[src/rtl/single_ttc_decoder.sv]
// Receive side of the 2-bit legacy TTC link. It deserialises 3-symbol frames into one-cycle command pulses.
// It also keeps the local BCID and event-ID counters that tag each trigger.
module single_ttc_decoder #(
    parameter int BC_MAX     = 3563,
    parameter int EVID_WIDTH = 12,
    parameter int ERR_WIDTH  = 8
) (
    input  logic                  clk_40,
    input  logic                  rst_40_n,
    input  logic [1:0]            encode_ttc,
    output logic                  trigger,
    output logic                  bc_reset,
    output logic                  event_reset,
    output logic                  master_reset,
    output logic                  frame_err,
    output logic [11:0]           bcid,
    output logic [11:0]           trig_bcid,
    output logic [EVID_WIDTH-1:0] trig_evid,
    output logic [ERR_WIDTH-1:0]  err_count
);

    localparam logic [11:0] BC_LAST = 12'(BC_MAX);

    typedef enum logic [1:0] {IDLE, SYM1, SYM2} state_t;

    state_t                  state_reg;
    logic [1:0]              ttc_reg;
    logic [1:0]              s1_reg;
    logic                    trig_pend_reg;
    logic                    bcr_pend_reg;
    logic                    ecr_pend_reg;
    logic                    mr_pend_reg;
    logic                    err_pend_reg;
    logic [EVID_WIDTH-1:0]   evid_reg;
    logic [11:0]             bcid_next;
    logic                    sym_bad;
    logic                    s1_bad;

    // 01 and 10 are the only illegal symbols; 00 and 11 always have a meaning.
    assign sym_bad = ttc_reg[1] ^ ttc_reg[0];
    assign s1_bad  = s1_reg[1] ^ s1_reg[0];

    always_comb begin
        bcid_next = (bcid == BC_LAST) ? 12'd0 : bcid + 12'd1;
        if (bcr_pend_reg)
            bcid_next = 12'd0;
    end

    // Decoded commands land in the *_pend_reg stage first, so every pulse is one cycle after the decode.
    always_ff @(posedge clk_40 or negedge rst_40_n) begin
        if (!rst_40_n) begin
            state_reg     <= IDLE;
            ttc_reg       <= 2'b00;
            s1_reg        <= 2'b00;
            trig_pend_reg <= 1'b0;
            bcr_pend_reg  <= 1'b0;
            ecr_pend_reg  <= 1'b0;
            mr_pend_reg   <= 1'b0;
            err_pend_reg  <= 1'b0;
            evid_reg      <= '0;
            trigger       <= 1'b0;
            bc_reset      <= 1'b0;
            event_reset   <= 1'b0;
            master_reset  <= 1'b0;
            frame_err     <= 1'b0;
            bcid          <= 12'd0;
            trig_bcid     <= 12'd0;
            trig_evid     <= '0;
            err_count     <= '0;
        end else begin
            ttc_reg       <= encode_ttc;
            trig_pend_reg <= 1'b0;
            bcr_pend_reg  <= 1'b0;
            ecr_pend_reg  <= 1'b0;
            mr_pend_reg   <= 1'b0;
            err_pend_reg  <= 1'b0;

            case (state_reg)
                IDLE: begin
                    if (ttc_reg == 2'b11)
                        state_reg <= SYM1;
                    else if (sym_bad)
                        err_pend_reg <= 1'b1;
                end
                SYM1: begin
                    s1_reg    <= ttc_reg;
                    state_reg <= SYM2;
                end
                SYM2: begin
                    state_reg <= IDLE;
                    if (s1_bad || sym_bad)
                        err_pend_reg <= 1'b1;
                    else begin
                        case ({s1_reg[1], ttc_reg[1]})
                            2'b00:   trig_pend_reg <= 1'b1;
                            2'b10:   bcr_pend_reg  <= 1'b1;
                            2'b11:   ecr_pend_reg  <= 1'b1;
                            default: mr_pend_reg   <= 1'b1;
                        endcase
                    end
                end
                default: state_reg <= IDLE;
            endcase

            trigger      <= trig_pend_reg;
            bc_reset     <= bcr_pend_reg;
            event_reset  <= ecr_pend_reg;
            master_reset <= mr_pend_reg;
            frame_err    <= err_pend_reg;
            bcid         <= bcid_next;

            // The trigger tag captures the bcid value that is visible alongside the trigger pulse.
            if (trig_pend_reg) begin
                trig_bcid <= bcid_next;
                trig_evid <= evid_reg;
                evid_reg  <= evid_reg + EVID_WIDTH'(1);
            end else if (ecr_pend_reg || mr_pend_reg) begin
                evid_reg  <= '0;
            end

            if (err_pend_reg && (err_count != '1))
                err_count <= err_count + ERR_WIDTH'(1);
        end
    end

endmodule

[config.mk]
export PLATFORM = sky130hd
export DESIGN_NAME = single_ttc_decoder
export DESIGN_NICKNAME = d
export VERILOG_FILES = /design/src/rtl/single_ttc_decoder.sv
export SDC_FILE = /design/constraint.sdc
export NUM_CORES = 1
export LEC_CHECK = 0
export ABC_AREA = 1
export CAP_MARGIN = 15
export CORE_MARGIN = 4
export CORE_UTILIZATION = 25
export DETAILED_ROUTE_END_ITERATION = 10
export PLACE_DENSITY = 0.54
export SYNTH_ARGS = -nofsm -noshare
export SYNTH_HDL_FRONTEND = slang
export SYNTH_SLANG_ARGS = --single-unit
[constraint.sdc]
create_clock -name clk_40 -period 1.6 [get_ports clk_40]
set_input_delay 0.32 -clock clk_40 [delete_from_list [all_inputs] [get_ports clk_40]]
set_output_delay 0.32 -clock clk_40 [all_outputs]
set_load 0.05 [all_outputs]
After elaboration in Yosys (flattened, before gate mapping):

Index checks and enable logic that the tools add are counted.

* flip-flop bits (word level): 72
* input bits: 4
* output and inout port bits: 49
* word-level logic and storage cells: 60

* $add $sub $neg: 3
* equal/unequal tests: 8
* mux-type cells: 22
* bitwise logic cells: 2
* reduce and logical (&&, ||, !) cells: 7

Operators with widths (count)
* 12-bit two-way mux: 4
* 12-bit by 1-bit adder with 12-bit output (second input constant): 2
* 1-bit two-way mux: 15
* 12-bit equality test (second input constant): 1
* 8-bit by 1-bit adder with 8-bit output (second input constant): 1
* 2-bit equality test (second input constant): 4
* 8-bit inequality test (second input constant): 1
* 2-bit logical NOT: 2
* 2-bit case mux with 2 select lines: 1
* 3-bit OR reduction: 1
* 2-bit by 1-bit equality test with 1-bit output (second input constant): 1
* 1-bit logical OR: 2
* 2-bit two-way mux: 1
* 2-bit inequality test (second input constant): 1
* 1-bit case mux with 2 select lines: 1
* 2-bit nonzero test: 1
* 1-bit XOR: 2
* 1-bit logical AND: 1

Longest topological paths before layout:

* word-level depth: 5
* depth in mapped cells: 9
* mapped depth without buffers: 9

Worst setup path after synthesis:

Ideal clock, no wire load.

* path kind: register to register
* start: register bcid[0]
* end: register bcid[5]
* setup time: 0.120 ns
* data arrival time: 1.541 ns
* data required time: 1.480 ns
* setup slack: -0.060 ns
* cell stages (with the launch flop): 8
* path buffers: 0
* period minus slack after synthesis: 1.660 ns
* cell sequence: dfrtp_1 -> ha_1 -> nand2_1 -> nor2_1 -> nand3_1 -> nand2_2 -> inv_1 -> and3_1

* longest elaborated chain between the ends: 3
* elaborated cells on any way between the ends: 4
* those cells by class: add/sub (1); eq/ne (1); mux (2)

Ends and longest elaborated chain
* start, declared: RTL line 16 `output logic [11:0] bcid,`
* start signal, assigned: RTL line 110 `bcid <= bcid_next;`
* 12-bit by 1-bit adder with 12-bit output / 12-bit equality test (equally long branches): RTL line 44 `bcid_next = (bcid == BC_LAST) ? 12'd0 : bcid + 12'd1;`
* 12-bit two-way mux (*): RTL line 44
* 12-bit two-way mux (*): RTL line 45 `if (bcr_pend_reg)`
* via bcid_next[5]: RTL line 35 `logic [11:0] bcid_next;`

The timed path passes the listed nets; every way through them passes the cells marked *.
A chain may end at the register's enable or synchronous reset.

Worst setup path in the final report:

* start: register err_count[1]
* end: register err_count[3]

* longest elaborated chain between the ends: 2
* elaborated cells on any way between the ends: 3
* those cells by class: add/sub (1); eq/ne (1); reduce/logical (1)

Ends and longest elaborated chain
* start, declared: RTL line 19 `output logic [ERR_WIDTH-1:0] err_count`
* start signal, assigned: RTL line 122 `err_count <= err_count + ERR_WIDTH'(1);`
* branches (longest 2 deep; another with 8-bit by 1-bit adder with 8-bit output)

Several ways; the timed one is not identified.

==> impl_metrics.csv <==
group,metric,value,unit
clock_network,tritoncts,"done",
timing,finalHoldViolCount,0,
clock_network,numCtsBuffers,9,
timing,whs,2.41,ps
finish,layout-drive-gt1-share,0.207,
clock_network,clock_path_buffers,2,
timing,period_minus_slack,1470,ps
global_routing,grt_max_degree,73,
placed_design,dp_hpwl,5220,um
placed_design,gp_routability_congestion,0.831,
floorplanning,fp-row-count,40,
floorplanning,pin_count,53,
global_routing,antenna_found_initial,0,
setup_path,end_kind,"flip-flop",
floorplanning,initial_core_util,0.260,
placed_design,pre_cts_ws,116,ps
global_routing,grt_pass1_vias,2569,
route,post_drt_wl_per_cell,12.2,um
setup_path,crit_type,"reg -> reg",
synth,yosysMostFrequentCell,"nand2_1",
synth,synth-async-reset-ratio,1.00,
timing,finalSetupTns,0,ps
setup_path,cp_max_fo,8,
timing,worst_slew_pin_slew,399,ps
setup_path,cp_data_required_time,1820,ps
timing,timing.final.crit_share,0.922,
synth,yosys-top-cells-count,"116 x nand2_1, 72 x dfrtp_1, 43 x inv_1",
power_and_ir_drop,p_total,0.00706,W
clock_network,clk_latency,330,ps
power_and_ir_drop,max-vdd-ir-drop,0.000583,V
timing,fin_ws,126,ps
finish,final_nets,442,
global_routing,grt_usage,0.109,
timing,setup_viol_count_final,0,
synth,synth_cells,369,
synth,ys.flop_type,"dfrtp_1",
synth,synthTopCellsByArea,"dfrtp_1 57%, nand2_1 14%, inv_1 5.1%",
floorplanning,die_h,121,um
clock_network,cts.reportedPaths.clkPinSlew,50,ps
synth,synth_cell_types,30,
floorplanning,die_w,121,um
route,drt_first_pass_iters,4,
route,drc,0,
route,drt_iter0_markers,173,
global_routing,grt_overflow,0,
setup_path,slowest_stage,"dfrtp_2",
floorplanning,coreArea,12300,um2
route,vias_per_cell,4.30,
setup_path,critPathBufInv,1,
timing,max_freq,678,MHz
synth,synth-seq-area-share,0.566,
run_status,status,"finished clean",
finish,area_growth,45.2,%
flow_run,maxCapViolCount,0,
clock_network,cts_sinks,72,
power_and_ir_drop,static-leakage-power,2.20,nW
synth,ys_warn_count,0,
setup_path,cpPeakStageDelay,420,ps
synth,yosysTopAreaCell,"dfrtp_1",
setup_path,arrival,1690,ps
route,ant_nets,0,
power_and_ir_drop,power_density,1530,nW/um2
route,drt-total-wl,7350,um
floorplanning,dieArea,14600,um2
setup_path,start_kind,"flip-flop",
synth,synth_edf_count,0,
clock_network,cts_max_level,3,
timing,slew-limit-headroom,0.734,
setup_path,cpLargestDelayFamily,"simple AND/OR/NAND/NOR gates",
worst_hold_path,hold_class,"in -> async",
clock_network,clockRootBuffer,"clkbuf_16",
setup_path,cp_common_cell,"nand2_1",
synth,synth_top_area_share,0.566,
timing,finClkSkew,6.37,ps
finish,regArea,1810,um2
placed_design,dp_cells,590,
placed_design,port_buffers,52,
finish,fillers,1225,
synth,synthesis.nets,378,
global_routing,grt_pass1_wl,12500,um
synth,ys_ff_latch,72,
synth,synth_area,3180,um2
timing,slew_viol_final,0,
synth,syn_avg_cell_area,8.63,um2
finish,diodes,0,
route,vias,2594,
finish,finalNonFillerCells,603,
setup_path,crit_chain,"ha_2 -> nand2_1 -> nor2_4 -> nand3_2 -> nand2_2 -> inv_1 -> nand2_1 -> nand2_1",
finish,multiInputGateArea,1190,um2
==> worst reg2reg max path, delay by kind of cell (launching register included) <==
kind | cells | cell delay [ps]
buf+inv | 1 | 130
flops | 1 | 420
fa+ha+maj | 1 | 220
simple gates | 6 | 600
==> cells by family (layout without fill, tap and decap cells) <==
family,Yosys count,count (layout),share of synthesized area
buf+inv,52,118,0.0652
xor+xnor,10,10,0.0299
flops,72,72,0.566
simple gates,198,198,0.266
fa+ha+maj,5,5,0.0196
compound gates,32,32,0.0538
==> layout make-up <==
class / instances / share of cell area
multi-input cells: 245 / 0.256
flip-flops and latches: 72 / 0.391
well taps: 168 / 0.0455
clock inverters: 1 / 0.00108
repair buffers: 60 / 0.214
clock buffers: 12 / 0.0555
inverters: 45 / 0.0365
==> placed cells by master (no fill, tap or decap), drive strengths merged <==
cell             n
a21oi            3
and2             1
and3             2
buf             58
clkbuf          12
clkdlybuf4s50    2
clkinv           1
dfrtp           72
ha               5
inv             45
nand2          120
nand3           18
nand4            8
nor2            41
nor3             5
nor3b            1
nor4             2
o211ai           2
o21ai           23
o21bai           1
o22ai            3
xnor2            5
xor2             5
==> report_power, final <==
group	switching [W]	total (W)	internal (W)
Clock	0.000705	0.00181	0.00110
Combinational	0.00152	0.00272	0.00121
Sequential	0.000405	0.00252	0.00212
Total	0.00263	0.00706	0.00443
==> per-layer routing <==
metal | vias up | track usage | share of wire
li1 | 1288 | - | -
met1 | 1243 | 0.135 | 0.45
met2 | 49 | 0.176 | 0.49
met3 | 14 | 0.0238 | 0.035
met4 | 0 | 0.0581 | 0.023
met5 | - | 0 | 0
==> path summary, 6_finish.rpt <==
| kind | from | to | slack [ps] | cells after the start |
|---|---|---|---|---|
| min reg2reg | mr_pend_reg | master_reset | 380 | 0 |
| min | rst_40_n | err_count[6] | 2 | 2 |
| max | err_count[1] | err_count[3] | 130 | 8 |
| max in group asynchronous | rst_40_n | bcid[0] | 1240 | 2 |
| max reg2reg | err_count[1] | err_count[3] | 130 | 8 |
| min in group clk_40 | mr_pend_reg | master_reset | 380 | 0 |
==> metrics by stage <==
stage          cell area, um2   util
6_report                 4620  0.377
3_3_place_gp             4350  0.355
3_5_place_dp             4350  0.355
4_1_cts                  4610  0.376
2_1_floorplan            3190      -
5_1_grt                  4620  0.377
==> repair_timing <==
item                                    4_1_cts  5_1_grt
hold buffers                                  0        0
endpoints found under the setup margin        0        7
setup buffers                                 0        0
resized for setup                             0        4
Power figures use the tool's default switching activity.
